[config.mk]
export PLATFORM = sky130hd
export DESIGN_NAME = spi_xfer_seq
export DESIGN_NICKNAME = d
export VERILOG_FILES = /design/src/rtl/spi_xfer_seq.sv
export SDC_FILE = /design/constraint.sdc
export NUM_CORES = 1
export LEC_CHECK = 0
export CAP_MARGIN = 20
export CORE_ASPECT_RATIO = 0.75
export CORE_UTILIZATION = 40
export CTS_CLUSTER_SIZE = 28
export DETAILED_ROUTE_END_ITERATION = 7
export GPL_ROUTABILITY_DRIVEN = 1
export GPL_TIMING_DRIVEN = 0
export HOLD_SLACK_MARGIN = 0.15
export PLACE_DENSITY = 0.75
export SYNTH_ARGS = -nofsm -noshare
export SYNTH_HDL_FRONTEND = slang
export SYNTH_SLANG_ARGS = --single-unit
[constraint.sdc]
create_clock -name clk_i -period 6.8 [get_ports clk_i]
set_input_delay 1.7 -clock clk_i [delete_from_list [all_inputs] [get_ports clk_i]]
set_output_delay 1.7 -clock clk_i [all_outputs]
set_load 0.1 [all_outputs]
[src/rtl/spi_xfer_seq.sv]
// APB-side command sequencer for apb_spi_master: programs one SPI transfer, polls STATUS, returns result.
// Optional poll timeout enabled by defining SPI_XFER_SEQ_TIMEOUT_EN (limit set by POLL_MAX).
module spi_xfer_seq #(
    parameter int APB_ADDR_WIDTH = 12,
    parameter int POLL_MAX       = 1024
) (
    input  logic                      clk_i,
    input  logic                      rst_ni,
    input  logic                      req_valid_i,
    output logic                      req_ready_o,
    input  logic                      req_rd_i,
    input  logic [7:0]                req_cmd_i,
    input  logic [31:0]               req_addr_i,
    input  logic [31:0]               req_wdata_i,
    input  logic [1:0]                req_csn_i,
    output logic                      rsp_valid_o,
    input  logic                      rsp_ready_i,
    output logic [31:0]               rsp_rdata_o,
    output logic                      rsp_err_o,
    output logic [APB_ADDR_WIDTH-1:0] paddr_o,
    output logic [31:0]               pwdata_o,
    output logic                      pwrite_o,
    output logic                      psel_o,
    output logic                      penable_o,
    input  logic [31:0]               prdata_i,
    input  logic                      pready_i,
    input  logic                      pslverr_i
);

    localparam logic [2:0] S_IDLE        = 3'd0;
    localparam logic [2:0] S_SETUP       = 3'd1;
    localparam logic [2:0] S_ACCESS      = 3'd2;
    localparam logic [2:0] S_POLL_SETUP  = 3'd3;
    localparam logic [2:0] S_POLL_ACCESS = 3'd4;
    localparam logic [2:0] S_RESP        = 3'd5;

    localparam logic [2:0] STEP_CMD  = 3'd0;
    localparam logic [2:0] STEP_ADR  = 3'd1;
    localparam logic [2:0] STEP_LEN  = 3'd2;
    localparam logic [2:0] STEP_TX   = 3'd3;
    localparam logic [2:0] STEP_KICK = 3'd4;
    localparam logic [2:0] STEP_RX   = 3'd5;

    logic [2:0]  r_state;
    logic [2:0]  r_step;
    logic        r_rd;
    logic [7:0]  r_cmd;
    logic [31:0] r_addr;
    logic [31:0] r_wdata;
    logic [1:0]  r_csn;
    logic        r_err;
    logic [31:0] r_rdata;

    logic [7:0]  w_off;
    logic [31:0] w_pwdata;
    logic        w_pwrite;
    logic [31:0] w_csnBit;
    logic        w_pollExpired;
    logic        w_pollBusy;

    assign w_csnBit   = 32'd1 << (4'd8 + {2'b00, r_csn});
    assign w_pollBusy = (r_state == S_POLL_ACCESS) && pready_i && !pslverr_i && !prdata_i[0];

`ifdef SPI_XFER_SEQ_TIMEOUT_EN
    localparam int PCW = $clog2(POLL_MAX + 1);
    logic [PCW-1:0] r_pollCnt;

    // Counts non-idle STATUS polls of the current request; the POLL_MAX-th one aborts.
    always_ff @(posedge clk_i or negedge rst_ni) begin
        if (!rst_ni) begin
            r_pollCnt <= '0;
        end else if (r_state == S_IDLE) begin
            r_pollCnt <= '0;
        end else if (w_pollBusy) begin
            r_pollCnt <= r_pollCnt + PCW'(1);
        end
    end

    assign w_pollExpired = (r_pollCnt == PCW'(POLL_MAX - 1));
`else
    assign w_pollExpired = 1'b0;
`endif

    // Address/data of the access in flight are decoded from the step, so they hold through wait states.
    always_comb begin
        w_off    = 8'h00;
        w_pwdata = 32'h0;
        w_pwrite = 1'b0;
        if (r_state == S_SETUP || r_state == S_ACCESS) begin
            case (r_step)
                STEP_CMD:  begin w_off = 8'h08; w_pwrite = 1'b1; w_pwdata = {r_cmd, 24'h0}; end
                STEP_ADR:  begin w_off = 8'h0C; w_pwrite = 1'b1; w_pwdata = r_addr; end
                STEP_LEN:  begin w_off = 8'h10; w_pwrite = 1'b1; w_pwdata = {16'd32, 8'd32, 8'd8}; end
                STEP_TX:   begin w_off = 8'h18; w_pwrite = 1'b1; w_pwdata = r_wdata; end
                STEP_KICK: begin
                    w_off    = 8'h00;
                    w_pwrite = 1'b1;
                    w_pwdata = w_csnBit | (r_rd ? 32'h1 : 32'h2);
                end
                STEP_RX:   w_off = 8'h20;
                default:   w_off = 8'h00;
            endcase
        end
    end

    always_ff @(posedge clk_i or negedge rst_ni) begin
        if (!rst_ni) begin
            r_state <= S_IDLE;
            r_step  <= STEP_CMD;
            r_rd    <= 1'b0;
            r_cmd   <= '0;
            r_addr  <= '0;
            r_wdata <= '0;
            r_csn   <= '0;
            r_err   <= 1'b0;
            r_rdata <= '0;
        end else begin
            case (r_state)
                S_IDLE: begin
                    if (req_valid_i) begin
                        r_rd    <= req_rd_i;
                        r_cmd   <= req_cmd_i;
                        r_addr  <= req_addr_i;
                        r_wdata <= req_wdata_i;
                        r_csn   <= req_csn_i;
                        r_err   <= 1'b0;
                        r_rdata <= '0;
                        r_step  <= STEP_CMD;
                        r_state <= S_SETUP;
                    end
                end
                S_SETUP: r_state <= S_ACCESS;
                S_ACCESS: begin
                    if (pready_i) begin
                        if (pslverr_i) begin
                            r_err   <= 1'b1;
                            r_state <= S_RESP;
                        end else if (r_step == STEP_KICK) begin
                            r_state <= S_POLL_SETUP;
                        end else if (r_step == STEP_RX) begin
                            r_rdata <= prdata_i;
                            r_state <= S_RESP;
                        end else begin
                            // Reads have no TX word, so they jump from SPILEN straight to the kick.
                            r_step  <= (r_step == STEP_LEN && r_rd) ? STEP_KICK : r_step + 3'd1;
                            r_state <= S_SETUP;
                        end
                    end
                end
                S_POLL_SETUP: r_state <= S_POLL_ACCESS;
                S_POLL_ACCESS: begin
                    if (pready_i) begin
                        if (pslverr_i) begin
                            r_err   <= 1'b1;
                            r_state <= S_RESP;
                        end else if (prdata_i[0]) begin
                            if (r_rd) begin
                                r_step  <= STEP_RX;
                                r_state <= S_SETUP;
                            end else begin
                                r_state <= S_RESP;
                            end
                        end else if (w_pollExpired) begin
                            r_err   <= 1'b1;
                            r_state <= S_RESP;
                        end else begin
                            r_state <= S_POLL_SETUP;
                        end
                    end
                end
                S_RESP: begin
                    if (rsp_ready_i) begin
                        r_state <= S_IDLE;
                    end
                end
                default: r_state <= S_IDLE;
            endcase
        end
    end

    assign psel_o      = (r_state == S_SETUP) || (r_state == S_ACCESS) ||
                         (r_state == S_POLL_SETUP) || (r_state == S_POLL_ACCESS);
    assign penable_o   = (r_state == S_ACCESS) || (r_state == S_POLL_ACCESS);
    assign paddr_o     = APB_ADDR_WIDTH'(w_off);
    assign pwdata_o    = w_pwdata;
    assign pwrite_o    = w_pwrite;
    assign req_ready_o = (r_state == S_IDLE);
    assign rsp_valid_o = (r_state == S_RESP);
    assign rsp_rdata_o = r_rdata;
    assign rsp_err_o   = r_err;

endmodule

======== Yosys cells after proc, flatten, opt, wreduce, memory -nomap -nowiden ========
Cells that the tools add are included.
operators by class
  shift operators ......................... 1
  add/subtract/negate cells ............... 2
  mux-type cells .......................... 39
  equality and inequality tests ........... 23
  reduce and logical (&&, ||, !) cells .... 17
  bitwise operators ....................... 1
operators with widths
  kind                                                                     number
  32-bit 2-to-1 mux                                                        6
  32-bit case mux with 5 select lines                                      1
  32-bit case mux with 2 select lines                                      1
  3-bit 2-to-1 mux                                                         20
  32-bit by 2-bit bitwise OR with 32-bit output                            1
  1-bit by 4-bit left shift with 32-bit output, first input constant       1
  6-bit case mux with 5 select lines                                       1
  2-bit inequality test, second input constant                             9
  3-bit case mux with 6 select lines                                       1
  3-bit by 2-bit == test with 1-bit output, second input constant          4
  3-bit == test, second input constant                                     4
  10-bit AND reduction                                                     1
  3-bit case mux with 3 select lines                                       1
  8-bit 2-to-1 mux                                                         1
  2-bit by 1-bit inequality test with 1-bit output, second input constant  4
  4-bit AND reduction                                                      2
  3-bit by 1-bit == test with 1-bit output, second input constant          2
  3-bit logical NOT                                                        2
  6-bit AND reduction                                                      1
  1-bit 2-to-1 mux                                                         5
  5-bit OR reduction                                                       1
  4-bit by 2-bit adder with 4-bit output, first input constant             1
  1-bit logical OR                                                         4
  2-bit nonzero test                                                       2
  7 further kinds                                                          7
word-level totals
  bits of input ports ..................... 113
  register bits after elaboration ......... 114
  logic and storage cells ................. 92

======== Depth between registers and ports, before layout ========
Gate-level depths: netlist of the first run.
  depth in word-level cells ............... 8
  mapped depth ............................ 9
  depth with buffers taken out ............ 6

======== Worst setup path after synthesis of the first run ========
Ideal clock, no wire load.
  path kind ............................... flip-flop to output port
  start point ............................. reg r_step[2]
  end point ............................... out paddr_o[3]
  data arrival time ....................... 3,938 ps
  data required time ...................... 5,100 ps
  stages on the path, launching flop included .. 9
  setup slack ............................. 1,162 ps
  path buffers ............................ 4
  path through ............................ dfrtp_1 clkbuf_1 clkbuf_1 inv_1 ha_1 clkbuf_1 buf_1 o22ai_1 a221oi_1
on the way
  word-level cells in the longest chain between the ends .. 3
ends and longest elaborated chain
  what                                         RTL line  source
  start: declaration                           45        logic [2:0] r_step;
  start signal: assignment                     145       r_step <= (r_step == STEP_LEN && r_rd) ? STEP_KICK : r_step + 3'd1;
  3-bit == test, or another cell as far along  90        case (r_step)
  6-bit case mux with 5 select lines *         90
  8-bit 2-to-1 mux *                           89        if (r_state == S_SETUP || r_state == S_ACCESS) begin
  end: declaration                             20        output logic [APB_ADDR_WIDTH-1:0] paddr_o,
Every way passes the cells marked *; elsewhere a longest branch is shown, timed or not.

======== Final worst setup path of the first run ========
Ends and elaborated chain as after synthesis.

==> results of run 1 <==
==> layout make-up <==
class                   instances  area [sq um]
well taps                     166           208
fillers                       928          4450
multi-input cells             327          2210
inverters                       7          26.3
flip-flops and latches        114          2850
clock inverters                 9           224
repair buffers                188          1910
plain buffers                  40           210
clock buffers                  23           478
==> cell families after synthesis <==
family                   after synthesis  share of synthesized area [%]
buffers and inverters                 47                           4.48
adder cells (fa/ha/maj)                6                           1.42
AO/OA/AOI/OAI                         95                           11.7
flip-flops                           114                           54.1
multiplexers                          80                           17.0
AND/OR/NAND/NOR                      138                           11.2
other                                  1                         0.0711
==> flip-flops by register name, indices dropped and copies added (netlist names) <==
| register | count |
|---|---|
| r_addr | 32 |
| r_wdata | 32 |
| rsp_rdata_o | 32 |
| r_cmd | 8 |
| r_state | 3 |
| r_step | 3 |
| r_csn | 2 |
| r_rd | 1 |
| rsp_err_o | 1 |
==> synthesized netlist by cell type, drive strengths merged (2+ instances only) <==
master,number
buf,33
dfrtp,114
a22oi,18
inv,7
a222oi,9
ha,6
a221oi,3
mux2i,4
a21oi,14
mux2,76
nor2,44
o21a,4
nand2b,7
o22ai,4
nor3,4
clkbuf,7
nor2b,2
nand2,73
o21ai,35
==> routing by layer <==
layer  vias up  share of wire, %
met3        15               8.4
li1       2108                 -
met1      2206                43
met2       178                47
met5         -                 0
met4         0              0.92
==> per-stage QoR <==
step,total power (uW),util (%),instance area (sq um)
final,3980,64.6,8120
after global routing,4160,64.6,8120
after CTS,3990,64.6,8120
after detailed placement,2920,59.0,7410
after global placement,2860,58.6,7370
after floorplan,2420,-,5300
==> worst min path at each step <==
| stage | from | endpoint | depth (start not counted) | slack, ps |
|---|---|---|---|---|
| global placement | r_wdata[24]$_DFFE_PN0P_ | r_wdata[24]$_DFFE_PN0P_ | 1 | 490 |
| CTS | r_addr[5]$_DFFE_PN0P_ | r_addr[5]$_DFFE_PN0P_ | 1 | 510 |
| detailed placement | r_addr[5]$_DFFE_PN0P_ | r_addr[5]$_DFFE_PN0P_ | 1 | 490 |
| global route | r_addr[5]$_DFFE_PN0P_ | r_addr[5]$_DFFE_PN0P_ | 1 | 520 |
| finish | r_wdata[30]$_DFFE_PN0P_ | r_wdata[30]$_DFFE_PN0P_ | 1 | 510 |
| floorplan | r_addr[30]$_DFFE_PN0P_ | r_addr[30]$_DFFE_PN0P_ | 1 | 480 |
==> power groups by stage <==
stage	combinational (uW)	sequential (uW)	clock, uW
after global routing	1930	1120	1110
final	1830	1090	1060
after CTS	1830	1080	1080
after floorplan	1350	1070	0
after detailed placement	1830	1090	0
after global placement	1780	1070	0
==> worst max-delay path: stages (launching register included) <==
cell             delay [ps]
dfrtp_1                 360
clkbuf_1                210
clkbuf_1                300
inv_1                   170
ha_1                    150
clkbuf_1                410
buf_1                   520
o22ai_1                 130
a221oi_1                300
clkdlybuf4s50_1        1210
==> impl_metrics.csv, run 1 <==
group,metric,value,unit
run_status,outcome,"completed",
synth,syn_inst,481,
cts,post_cts_buffers,0,
worst_setup_path,start_kind,"flop",
flow_run,cap_viol_max_count,0,
power,vdd_drop_max,0.291,mV
synth,synth_seq_cells,114,
placement,hpwl,10900,microns
floorplan,coreArea,12600,sq um
placement,gp_congestion,0.842,
worst_setup_path,r2r_slack,4600,ps
synth,yosys-top-cells-area,"dfrtp_1 (54%), mux2_2 (16%), nand2_1 (5.2%), nor2_1 (3.1%), a22oi_1 (2.6%)",
global_route,grt_usage,23.2,%
worst_setup_path,critPathArrivalTime,4190,ps
worst_hold_path,hp-class,"reg -> reg",
global_route,grt_util_met1,29.2,%
global_route,grt_max_degree,74,
floorplan,die_h,101,microns
route,wl,15100,microns
global_route,grt_pass1_wl,24300,microns
cts,cts_buffers,17,
cts,cts_tree,"yes",
placement,pre_cts_ws,1400,ps
power,p_sw_share,42.0,%
global_route,first_global_vias,4782,
sta,clock_skew,8.18,ps
power,power.switching,1670,uW
worst_setup_path,cp_data_required_time,5100,ps
cells_and_area,drive_above_1_share,20.1,%
worst_setup_path,cp_max_fo,10,
cts,clk_pin_slew,50,ps
cts,cts_num_sinks,114,
power,pwr-share-comb,46.0,%
worst_setup_path,reg2reg_from,"r_step[0]$_DFFE_PN0P_",
route,firstDrtPassIters,5,
sta,hold_slack,507,ps
sta,finalHoldViolCount,0,
cts,cts-htree-levels,4,
power,p_seq_share,27.4,%
power,pwr-share-clk,26.6,%
synth,yosys_warnings,0,
cts,clk_path_buf_depth,2,
cells_and_area,area_growth,53.9,%
route,drc,0,
placement,port_buffers,186,
route,wl_per_cell,17.3,microns
floorplan,rows,35,
cells_and_area,diodes,0,
route,vias_per_cell,5.16,
synth,yosysTopAreaCell,"dfrtp_1",
global_route,antenna_found_initial,0,
sta,min_period,5890,ps
worst_setup_path,crit_type,"reg -> out",
floorplan,fp.dieW,135,microns
sta,timing.fmax,0.170,GHz
synth,async_flop_share,100,%
cts,cts_root_buf,"clkbuf_16",
placement,dp.cells,842,
worst_setup_path,crit_start,"r_step[2]$_DFFE_PN0P_",
cells_and_area,num-nets-final,814,
global_route,grt_overflow,0,
synth,syn_area_per_cell,11.0,sq um
worst_setup_path,reg2reg_depth,7,
cts,clock_latency,400,ps
worst_setup_path,end_kind,"output pin",
sta,slew_violations,0,
worst_setup_path,reg2reg_to,"rsp_rdata_o[11]$_DFFE_PN0P_",
sta,timing.final.ws_setup,907,ps
route,antenna_left,0,
sta,rsz0062_at_grt,"no",
power,internal_power,2310,uW
power,power_leakage,0.00340,uW
synth,synth-edff-count,0,
global_route,use_met3,7.16,%
synth,ys_seq_area_share,54.1,%
sta,setup_violations,0,
global_route,top_usage_layer,"met2",
synth,synth_top_area_share,54.1,%
floorplan,dieArea,13700,sq um
cts,cts_resized,0,
cts,cts_hold_buffers,0,
worst_setup_path,endpoint,"paddr_o[3]",
cells_and_area,layout_common_cells,"clkdlybuf4s50_1 (185), dfrtp_1 (114), mux2_2 (76)",
cells_and_area,final_common_cell,"clkdlybuf4s50_1",
route,routed-via-count,4507,
synth,synth_ff_type,"dfrtp_1",
sta,final.period_utilization,86.7,%
cells_and_area,stdcell_count,874,
global_route,use_met2,38.6,%
synth,synth_area,5270,sq um
synth,synth_cell_types,40,
sta,tightestPinTransition,1050,ps
sta,finalSetupTns,0,ps
route,drtIter0Drc,268,
floorplan,ioPinCount,195,
sta,relSlewSlack,29.8,%
floorplan,initial_utilization,42.0,%
power,power.density,490,nW/um^2
(Power assumes the default switching activity.)
==> inputs of run 2 (changes only) <==
--- a/config.mk
+++ b/config.mk
@@ -14,6 +14,7 @@
 export GPL_TIMING_DRIVEN = 0
 export HOLD_SLACK_MARGIN = 0.15
 export PLACE_DENSITY = 0.75
+export RECOVER_POWER = 25
 export SYNTH_ARGS = -nofsm -noshare
 export SYNTH_HDL_FRONTEND = slang
 export SYNTH_SLANG_ARGS = --single-unit
==> impl_metrics.csv, run 2 (synthesis gave the netlist of run 1 again) <==
group,metric,value,unit
route,routed-via-count,4533,
global_route,grt_pass1_wl,24300,microns
cts,cts-htree-levels,4,
worst_hold_path,hold_path_depth,1,
worst_setup_path,r2r_slack,4610,ps
floorplan,initial_utilization,42.0,%
worst_setup_path,crit_type,"reg -> out",
floorplan,ioPinCount,195,
placement,port_buffers,186,
worst_hold_path,hp-class,"reg -> reg",
worst_setup_path,critPathArrivalTime,4180,ps
cells_and_area,final_common_cell,"clkdlybuf4s50_1",
worst_setup_path,reg2reg_depth,7,
cells_and_area,stdcell_count,874,
global_route,grt_max_degree,74,
sta,min_period,5880,ps
cells_and_area,layout_common_cells,"clkdlybuf4s50_1 (185), dfrtp_1 (114), mux2_2 (76)",
worst_hold_path,worstHoldEndpoint,"r_cmd[1]$_DFFE_PN0P_",
power,power.density,492,nW/um^2
run_status,outcome,"finished, violations left",
sta,timing.fmax,0.170,GHz
cells_and_area,num-nets-final,814,
floorplan,coreArea,12600,sq um
placement,dp.cells,842,
sta,slew_violations,74,
route,wl,15100,microns
sta,finalHoldViolCount,0,
route,drc,0,
power,power_leakage,0.00338,uW
cts,cts_num_sinks,114,
cts,cts_buffers,17,
cts,post_cts_buffers,0,
global_route,grt_usage,23.2,%
global_route,first_global_vias,4782,
cells_and_area,diodes,0,
worst_setup_path,reg2reg_from,"r_step[0]$_DFFE_PN0P_",
cells_and_area,area_growth,53.2,%
global_route,grt_overflow,0,
global_route,antenna_found_initial,0,
sta,relSlewSlack,-158,%
floorplan,fp.dieW,135,microns
worst_hold_path,hold_start,"r_cmd[1]$_DFFE_PN0P_",
placement,hpwl,10900,microns
route,antenna_left,0,
worst_setup_path,cp_data_required_time,5100,ps
cts,clk_pin_slew,50,ps
worst_setup_path,start_kind,"flop",
sta,setup_violations,0,
cts,cts_resized,0,
placement,placed_area,7410,sq um
route,wl_per_cell,17.3,microns
cts,cts_root_buf,"clkbuf_16",
cts,cts_hold_buffers,0,
sta,hold_slack,508,ps
flow_run,cap_viol_max_count,1,
cells_and_area,drive_above_1_share,19.9,%
worst_setup_path,cp_max_fo,10,
worst_setup_path,reg2reg_to,"rsp_rdata_o[11]$_DFFE_PN0P_",
sta,tightestPinTransition,3870,ps
sta,rsz0062_at_grt,"no",
worst_setup_path,end_kind,"output pin",
power,vdd_drop_max,0.291,mV
sta,final.period_utilization,86.4,%
route,firstDrtPassIters,5,
floorplan,rows,35,
run_status,violations,"capacitance limit, slew limit",
placement,gp_congestion,0.842,
route,vias_per_cell,5.19,
cts,cts_tree,"yes",
cells_and_area,final_cell_area,8080,sq um
floorplan,die_h,101,microns
route,drtIter0Drc,245,
floorplan,dieArea,13700,sq um
worst_setup_path,crit_start,"r_step[2]$_DFFE_PN0P_",
sta,clock_skew,8.33,ps
cts,clk_path_buf_depth,2,
cts,clock_latency,400,ps
[run 2: changes by cell type in the layout (fill, tap and decap cells not counted), sizes merged]
cell    previous run  this run
buf               36        33
clkbuf            30        33
[run 2: critical path: stages, from the launching register on]
cell,delay (ps)
dfrtp_1,360
clkbuf_1,210
clkbuf_1,300
inv_1,170
ha_1,150
clkbuf_1,410
buf_1,540
o22ai_1,130
a221oi_1,280
clkdlybuf4s50_1,1210
[run 2: how the worst max path moves through the flow]
stage,endpoint,slack [ps],cells after the start
floorplan,paddr_o[3],1160,8
global placement,r_wdata[25]$_DFFE_PN0P_,-300,1
detailed placement,paddr_o[3],1400,9
CTS,paddr_o[3],940,9
global route,rsp_rdata_o[26]$_DFFE_PN0P_,510,3
finish,paddr_o[3],920,9
[run 2: stage by stage]
stage / power, uW / utilization (%) / setup WS [ps] / TNS (ps)
after floorplan: 2420 / - / 1160 / 0
after detailed placement: 2920 / 59.0 / 1400 / 0
after CTS: 3990 / 64.6 / 937 / 0
after global placement: 2860 / 58.6 / -296 / -32700
final: 3970 / 64.3 / 922 / 0
after global routing: 4150 / 64.3 / 508 / 0
[run 2: final cells by class]
cell class | count | area [sq um]
inverters | 7 | 26.3
fillers | 934 | 4490
multi-input cells | 327 | 2210
flip-flops and latches | 114 | 2850
clock inverters | 9 | 224
repair buffers | 188 | 1870
clock buffers | 23 | 478
well taps | 166 | 208
plain buffers | 40 | 210
[run 2: report_power, final]
part / switching [uW] / total (uW) / internal [uW]
Clock: 305 / 1060 / 754
Combinational: 1210 / 1830 / 618
Sequential: 156 / 1090 / 932
[run 2: metal layers]
metal	part of all wire, %	GRT usage [%]
met1	44	29.2
met2	47	38.6
met3	8.2	7.16
met4	0.97	7.26
met5	0	0
==> inputs of run 3 (changes only) <==
--- a/config.mk
+++ b/config.mk
@@ -15,6 +15,8 @@
 export HOLD_SLACK_MARGIN = 0.15
 export PLACE_DENSITY = 0.75
 export RECOVER_POWER = 25
+export REMOVE_ABC_BUFFERS = 1
+export SLEW_MARGIN = 40
 export SYNTH_ARGS = -nofsm -noshare
 export SYNTH_HDL_FRONTEND = slang
 export SYNTH_SLANG_ARGS = --single-unit
==> constraint.sdc (replaced) <==
create_clock -name clk_i -period 6.8 [get_ports clk_i]
set_input_delay 1.7 -clock clk_i [delete_from_list [all_inputs] [get_ports clk_i]]
set_output_delay 1.7 -clock clk_i [all_outputs]
set_load 0.02 [all_outputs]
==> impl_metrics.csv, run 3 (synthesis gave the netlist of run 1 again) <==
group,metric,value,unit
run_status,outcome,"finished, violations left",
run_status,violations,"capacitance limit, slew limit",
global_route,grt_max_degree,61,
power,vdd_drop_max,0.266,mV
sta,timing.final.ws_setup,1890,ps
global_route,grt_pass1_wl,22300,microns
cts,cts_root_buf,"clkbuf_16",
floorplan,coreArea,12600,sq um
worst_setup_path,cp_slowest_cell,"clkbuf_1",
cells_and_area,final_common_cell,"clkdlybuf4s50_1",
power,power,3280,uW
cts,cts_hold_buffers,0,
cts,cts_num_sinks,114,
floorplan,rows,35,
worst_setup_path,reg2reg_from,"r_step[0]$_DFFE_PN0P_",
placement,port_buffers,186,
route,firstDrtPassIters,5,
floorplan,ioPinCount,195,
cts,clk_pin_slew,50,ps
worst_setup_path,cp_data_required_time,7030,ps
sta,timing.fmax,0.204,GHz
cts,clock_latency,400,ps
sta,min_period,4910,ps
global_route,first_global_vias,4394,
sta,rsz0062_at_grt,"no",
route,wl,14000,microns
worst_setup_path,cp_max_fo,60,
sta,final.period_utilization,72.2,%
floorplan,die_h,101,microns
cts,clk_path_buf_depth,2,
global_route,grt_overflow,0,
cts,cts_resized,0,
route,drtIter0Drc,234,
sta,setup_violations,0,
worst_setup_path,start_kind,"input port",
worst_hold_path,hp-class,"reg -> reg",
cells_and_area,area_growth,50.0,%
sta,clock_skew,14.0,ps
cells_and_area,drive_above_1_share,18.2,%
floorplan,fp.dieW,135,microns
floorplan,initial_utilization,42.0,%
global_route,antenna_found_initial,0,
worst_setup_path,crit_type,"in -> async",
power,power_leakage,0.00325,uW
route,antenna_left,0,
placement,gp_congestion,0.836,
worst_setup_path,crit_family,"buffers and inverters",
cts,post_cts_buffers,0,
worst_hold_path,hold_start,"r_wdata[13]$_DFFE_PN0P_",
sta,finalHoldViolCount,0,
worst_setup_path,crit_start,"rst_ni",
placement,hpwl,9630,microns
flow_run,cap_viol_max_count,2,
route,drc,0,
route,wl_per_cell,16.6,microns
cts,cts-htree-levels,4,
route,vias_per_cell,5.15,
floorplan,dieArea,13700,sq um
worst_setup_path,cp_cell_sequence,"clkbuf_1 > clkbuf_2",
cells_and_area,layout_common_cells,"clkdlybuf4s50_1 (185), dfrtp_1 (114), mux2_2 (76)",
cts,cts_buffers,17,
cells_and_area,diodes,0,
worst_setup_path,end_kind,"asynchronous set/reset pin",
cells_and_area,n_fill_cell,968,
sta,slew_violations,117,
sta,tightestPinTransition,2880,ps
sta,relSlewSlack,-91.7,%
cells_and_area,num-nets-final,781,
placement,pre_cts_ws,2420,ps
worst_setup_path,critPathArrivalTime,5140,ps
cts,cts_tree,"yes",
global_route,grt_usage,21.3,%
worst_setup_path,worst-path-buf-inv,2,
worst_setup_path,critPathMaxStageDelay,2000,ps
power,power.density,415,nW/um^2
route,routed-via-count,4332,
[run 3: routing by layer]
| layer | share of wire, % | global-route usage [%] | up-vias |
|---|---|---|---|
| met2 | 49 | 35.3 | 147 |
| li1 | - | - | 2039 |
| met5 | 0 | 0 | - |
| met3 | 5.7 | 6.51 | 17 |
| met1 | 44 | 27.2 | 2129 |
| met4 | 1.3 | 6.22 | 0 |
[run 3: where the power goes]
| group | switching, uW | total [uW] | leakage (uW) | internal (uW) |
|---|---|---|---|---|
| combinational | 610 | 1250 | 0.00154 | 636 |
| clock | 330 | 920 | 0.000294 | 591 |
| sequential | 184 | 1120 | 0.00142 | 931 |
| total | 1120 | 3280 | 0.00325 | 2160 |
[run 3: area by class of cell]
cell class	count	area [sq um]	share of cell area, %
sequential	114	2850	36.1
clock inverter	14	179	2.26
tap	166	208	2.62
multi-input combinational	327	2230	28.2
clock buffer	18	439	5.55
timing repair buffer	195	1980	25.0
inverter	7	26.3	0.332
[run 3: through the flow]
step / setup TNS [ps] / hold WS [ps] / cell area (sq um) / utilization [%] / std cells
floorplan: 0 / 479 / 5090 / - / 448
global placement: -29910 / 488 / 7160 / 57.0 / 800
finish: 0 / 505 / 7910 / 63.0 / 841
CTS: 0 / 506 / 7950 / 63.2 / 841
detailed placement: 0 / 494 / 7330 / 58.3 / 809
global route: 0 / 513 / 7910 / 63.0 / 841
[run 3: final timing paths]
check	end	slack (ps)	cells past startpoint
max in group clk_i	pwdata_o[31]	1990	7
min in group asynchronous	rsp_rdata_o[6]$_DFFE_PN0P_	2220	1
min	r_wdata[13]$_DFFE_PN0P_	500	1
max	r_step[0]$_DFFE_PN0P_	1890	2
min reg2reg	r_wdata[13]$_DFFE_PN0P_	500	1
max reg2reg	rsp_rdata_o[9]$_DFFE_PN0P_	4460	7
